$ cat config.mk
export PLATFORM = sky130hd
export DESIGN_NAME = mult_inverse_divider
export DESIGN_NICKNAME = d
export VERILOG_FILES = /design/src/rtl/mult_inverse_divider.sv
export SDC_FILE = /design/constraint.sdc
export NUM_CORES = 1
export LEC_CHECK = 0
export BUFFER_PORTS_ARGS = -buffer_cell sky130_fd_sc_hd__buf_2
export CAP_MARGIN = 20
export CORE_MARGIN = 1
export CORE_UTILIZATION = 50
export CTS_CLUSTER_DIAMETER = 120
export DETAILED_ROUTE_END_ITERATION = 8
export HOLD_SLACK_MARGIN = 0.03
export PLACE_DENSITY = 0.83
export SYNTH_ARGS = -nofsm -noshare
export SYNTH_HDL_FRONTEND = slang
export SYNTH_SLANG_ARGS = --single-unit
export TNS_END_PERCENT = 30
$ cat constraint.sdc
create_clock -name clk -period 1.7 [get_ports clk]
set_input_delay 0.255 -clock clk [delete_from_list [all_inputs] [get_ports clk]]
set_output_delay 0.255 -clock clk [all_outputs]
set_load 0.03 [all_outputs]
$ cat src/rtl/mult_inverse_divider.sv
// mult_inverse_divider: restoring divider, 2N-bit dividend by N-bit divisor, one quotient bit per cycle.
// Optional build macro EARLY_EXIT_EN: finish in the accept cycle when B == 0 or P < B.
module mult_inverse_divider #(
  parameter int N = 2
) (
  input  logic           clk,
  input  logic           rst_n,
  input  logic           in_valid,
  output logic           in_ready,
  input  logic [2*N-1:0] P,
  input  logic [N-1:0]   B,
  output logic           out_valid,
  input  logic           out_ready,
  output logic [2*N-1:0] Q,
  output logic [N-1:0]   R,
  output logic           div_zero
);

  localparam int CW = (2 * N > 2) ? $clog2(2 * N) : 1;
  localparam logic [CW-1:0] LAST = CW'(2 * N - 1);

  typedef enum logic [1:0] {
    IDLE = 2'd0,
    CALC = 2'd1,
    DONE = 2'd2
  } state_t;

  state_t         state_q, state_d;
  logic [CW-1:0]  cnt_q, cnt_d;
  logic           in_ready_q, in_ready_d;
  logic           out_valid_q, out_valid_d;
  logic           dz_q, dz_d;
  logic [2*N-1:0] q_q, q_d;
  logic [N-1:0]   r_q, r_d;

  // Dividend bits leave pq from the top while quotient bits enter at the bottom.
  logic [2*N-1:0] pq_q, pq_d;
  logic [N-1:0]   b_q, b_d;
  logic [N-1:0]   rem_q, rem_d;

  logic [N:0]     rem_shift;
  logic           ge;
  logic [N-1:0]   rem_next;
  logic [2*N-1:0] pq_next;

  always_comb begin
    rem_shift = {rem_q, pq_q[2*N-1]};
    ge        = (rem_shift >= {1'b0, b_q});
    rem_next  = ge ? (rem_shift[N-1:0] - b_q) : rem_shift[N-1:0];
    pq_next   = {pq_q[2*N-2:0], ge};

    state_d     = state_q;
    cnt_d       = cnt_q;
    in_ready_d  = in_ready_q;
    out_valid_d = out_valid_q;
    dz_d        = dz_q;
    q_d         = q_q;
    r_d         = r_q;
    pq_d        = pq_q;
    b_d         = b_q;
    rem_d       = rem_q;

    case (state_q)
      IDLE: begin
        if (in_valid && in_ready_q) begin
          pq_d       = P;
          b_d        = B;
          rem_d      = '0;
          cnt_d      = '0;
          state_d    = CALC;
          in_ready_d = 1'b0;
`ifdef EARLY_EXIT_EN
          if (B == '0) begin
            state_d     = DONE;
            out_valid_d = 1'b1;
            q_d         = '1;
            r_d         = '0;
            dz_d        = 1'b1;
          end else if ({{N{1'b0}}, B} > P) begin
            state_d     = DONE;
            out_valid_d = 1'b1;
            q_d         = '0;
            r_d         = P[N-1:0];
            dz_d        = 1'b0;
          end
`endif
        end
      end

      CALC: begin
        pq_d  = pq_next;
        rem_d = rem_next;
        cnt_d = cnt_q + CW'(1);
        if (cnt_q == LAST) begin
          state_d     = DONE;
          out_valid_d = 1'b1;
          // A zero divisor lets the remainder run away; the result is forced instead.
          dz_d        = (b_q == '0);
          q_d         = (b_q == '0) ? '1 : pq_next;
          r_d         = (b_q == '0) ? '0 : rem_next;
        end
      end

      DONE: begin
        if (out_ready) begin
          state_d     = IDLE;
          out_valid_d = 1'b0;
          in_ready_d  = 1'b1;
        end
      end

      default: begin
        state_d     = IDLE;
        out_valid_d = 1'b0;
        in_ready_d  = 1'b1;
      end
    endcase
  end

  always_ff @(posedge clk or negedge rst_n) begin
    if (!rst_n) begin
      state_q     <= IDLE;
      cnt_q       <= '0;
      in_ready_q  <= 1'b1;
      out_valid_q <= 1'b0;
      dz_q        <= 1'b0;
      q_q         <= '0;
      r_q         <= '0;
    end else begin
      state_q     <= state_d;
      cnt_q       <= cnt_d;
      in_ready_q  <= in_ready_d;
      out_valid_q <= out_valid_d;
      dz_q        <= dz_d;
      q_q         <= q_d;
      r_q         <= r_d;
    end
  end

  // Working datapath is always reloaded on accept, so it carries no reset.
  always_ff @(posedge clk) begin
    pq_q  <= pq_d;
    b_q   <= b_d;
    rem_q <= rem_d;
  end

  assign in_ready  = in_ready_q;
  assign out_valid = out_valid_q;
  assign Q         = q_q;
  assign R         = r_q;
  assign div_zero  = dz_q;

endmodule
==> impl_metrics.ini <==
[layout]
fin_nets = 121
utilization_pct = 67.16
fill_cells = 163
seqCellArea_um2 = 566.8
num_antenna_cells = 0
drive_gt1_share_pct = 35.51
syn2layout_area_growth_pct = 22.04
final_cells = 132
final_area_um2 = 1185
multi_input_area_um2 = 417.9

[global_routing]
top_usage_layer = met2
track_usage_pct = 19.92
grt_max_degree = 14
overflow = 0
grt_antenna_before_repair = 0
met3_usage_pct = 4.706
gr-usage-met2_pct = 32.39
grt_pass1_vias = 653
grt_pass1_wl_um = 2863
use_met1_pct = 25.97

[placed_design]
place_area_um2 = 1096
dp.cells = 126
hpwl_um = 1385
place_ws_ns = -0.1769
gp_congestion = 0.7781
port_buffers = 18

[critical_path]
setup.worst_path.class = reg -> reg
startpoint_type = flip-flop
cp.arrival_ns = 1.68
path_max_fanout = 3
crit_slowest_cell = edfxtp_1
cp_slowest_stage_delay_ns = 0.43
endpoint_kind = flip-flop
worstPathRequired_ns = 1.77
crit_chain = inv_1, ha_4, a2111oi_4, a211oi_2, nor2b_1

[logic_synthesis]
synth_top_family_by_area = compound AO/OA/AOI/OAI gates
synth_nets = 95
synth_seq_area_share_pct = 58.38
syn_area_per_cell_um2 = 11.84
synth-adder-area-share_pct = 3.866
synth_warnings = 0
synth-async-reset-ratio_pct = 61.90
syn_inst = 82
ys_types = 26
synth_edf_count = 8
yosys.area_share.simple_pct = 14.05
synth_compound_area_share_pct = 14.82
syn_area_um2 = 970.9
muxShareOfSynthArea_pct = 5.799
post_synth_xor_area_fraction_pct = 0
ys.flop_type = dfrtp_1
ys_ff_latch = 21

[sta]
finalSetupViolCount = 0
worst_pin_slew_ns = 0.3605
finalSetupTns_ns = 0
hold_viol_final = 0
min_period_ns = 1.611
maxSlewHeadroom_pct = 75.97
drv_slew = 0
clock.fmax_mhz = 620.8
fin_crit_sh_pct = 94.76
whs_ns = 0.1319
postLayoutSetupSlackWorst_ns = 0.08904
rsz0062_at_grt = no
finClkSkew_ns = 0.01749

[floorplan]
num_rows = 15
chipWidth_um = 46.07
die_area_um2 = 2122
coreArea_um2 = 1764
die_h_um = 46.07
io_pins = 19
start_util_pct = 55.04

[power]
p_leak_nw = 0.5433
peakVddDrop_mv = 0.8108
finalPower_mw = 1.757
power_density_nw_per_um2 = 1483

[routing]
drc_errors = 0
ant_nets = 0
dr.first_iter.drc_count = 9
drt-total-wl_um = 1904
dr.pass1.iters = 4
vias_per_cell = 5.083
dr_total_vias = 671
wl_per_cell_um = 14.42

[clock_network]
cts_made_buffers = 3
clk_pin_slew_ns = 0.13
cts-root-buf = clkbuf_4
cts_tree = done
clk_latency_ns = 0.31
htree_levels = 1
clock_sinks = 21
clockBufferDepth = 2

[flow_run]
maxCapViolations = 0

[run_status]
status = completed

[worst_hold_path]
min_path_type = in -> reg
where the power goes:
group          leakage, nW  switching (mW)  internal (mW)
registers            0.234           0.104          0.698
clock network       0.0177           0.153         0.0878
logic                0.291           0.433          0.282
total                0.543           0.690           1.07
final timing paths:
path	cells after the start	start	slack [ns]	end
worst max-delay path	5	pq_q[3]	0.09	rem_q[1]
worst min-delay path	1	B[0]	0.13	b_q[0]
worst max register to register	5	pq_q[3]	0.09	rem_q[1]
worst min register to register	1	cnt_q[0]	0.49	cnt_q[0]
max in group asynchronous	2	rst_n	1.03	in_ready
min in group asynchronous	2	rst_n	0.36	Q[1]
routing by layer:
metal  share of wire (%)  wire, um
met5                   0         0
met4                0.89        17
met3                 2.6        49
met2                  53      1013
met1                  43       824
placed cells by master (no fill, tap or decap):
| master | synthesis | layout |
|---|---|---|
| a2111oi_4 | 0 | 1 |
| a211oi_2 | 0 | 1 |
| a21oi_1 | 4 | 4 |
| a22o_1 | 1 | 1 |
| and3b_1 | 1 | 1 |
| buf_2 | 0 | 18 |
| buf_4 | 1 | 4 |
| clkbuf_4 | 0 | 3 |
| clkinv_2 | 0 | 1 |
| dfrtp_1 | 12 | 12 |
| dfstp_2 | 1 | 1 |
| dlygate4sd3_1 | 0 | 1 |
| edfxtp_1 | 8 | 8 |
| ha_1 | 3 | 1 |
| ha_2 | 0 | 1 |
| ha_4 | 0 | 1 |
| inv_1 | 3 | 3 |
| mux2_1 | 1 | 1 |
| mux2_4 | 3 | 3 |
| nand2_1 | 6 | 6 |
| nand2b_1 | 3 | 3 |
| nand3b_2 | 1 | 1 |
| nor2_1 | 10 | 10 |
| nor2b_1 | 5 | 5 |
| o21ai_0 | 3 | 3 |
| o21ai_1 | 7 | 7 |
| o21bai_1 | 1 | 1 |
| o22a_1 | 1 | 1 |
| o31ai_2 | 2 | 3 |
| or2_1 | 1 | 1 |
kinds of logic (layout without fill, tap and decap cells):
kind of cell,Yosys count,count (layout)
AO/OA/AOI/OAI,22,22
adder cells (fa/ha/maj),3,3
flip-flops,21,21
multiplexers,4,4
buffers and inverters,5,30
AND/OR/NAND/NOR,27,27
flip-flops by register name, summed over array words and instances (netlist names):
name       cells
Q              4
R              2
b_q            2
cnt_q          2
div_zero       1
in_ready       1
out_valid      1
pq_q           4
rem_q          2
state_q        2
Yosys cell counts, types with 2 or more instances:
library cell | count | area (um2)
edfxtp_1 | 8 | 240.2
o21ai_1 | 7 | 35.03
nor2b_1 | 5 | 31.28
mux2_4 | 3 | 45.04
nand2_1 | 6 | 22.52
o21ai_0 | 3 | 15.01
a21oi_1 | 4 | 20.02
inv_1 | 3 | 11.26
nand2b_1 | 3 | 18.77
dfrtp_1 | 12 | 300.3
o31ai_2 | 2 | 25.02
nor2_1 | 10 | 37.54
ha_1 | 3 | 37.54
worst max-delay path: cells and delay by family (launching register included):
kind                       cells  cell delay, ns
adders and majority gates      1            0.23
buffers and inverters          1            0.13
and+or+nand+nor                1            0.14
AOI/OAI and AO/OA              2            0.46
DFF                            1            0.43
cell type report:
type / count / area share, %
Clock buffer: 3 / 1.901
Clock inverter: 1 / 0.4224
Inverter: 3 / 0.9504
Multi-Input combinational cell: 56 / 35.27
Sequential cell: 21 / 47.84
Tap cell: 25 / 2.640
Timing Repair Buffer: 23 / 10.98
timing repair:
action                                  in CTS  in global routing
endpoints found under the setup margin       2                  2
hold buffers                                 1                  0
resized for setup                            2                  5
setup buffers                                1                  0
hold endpoints to repair                    12                  0
No activity file was read; power rests on OpenSTA's default activity.
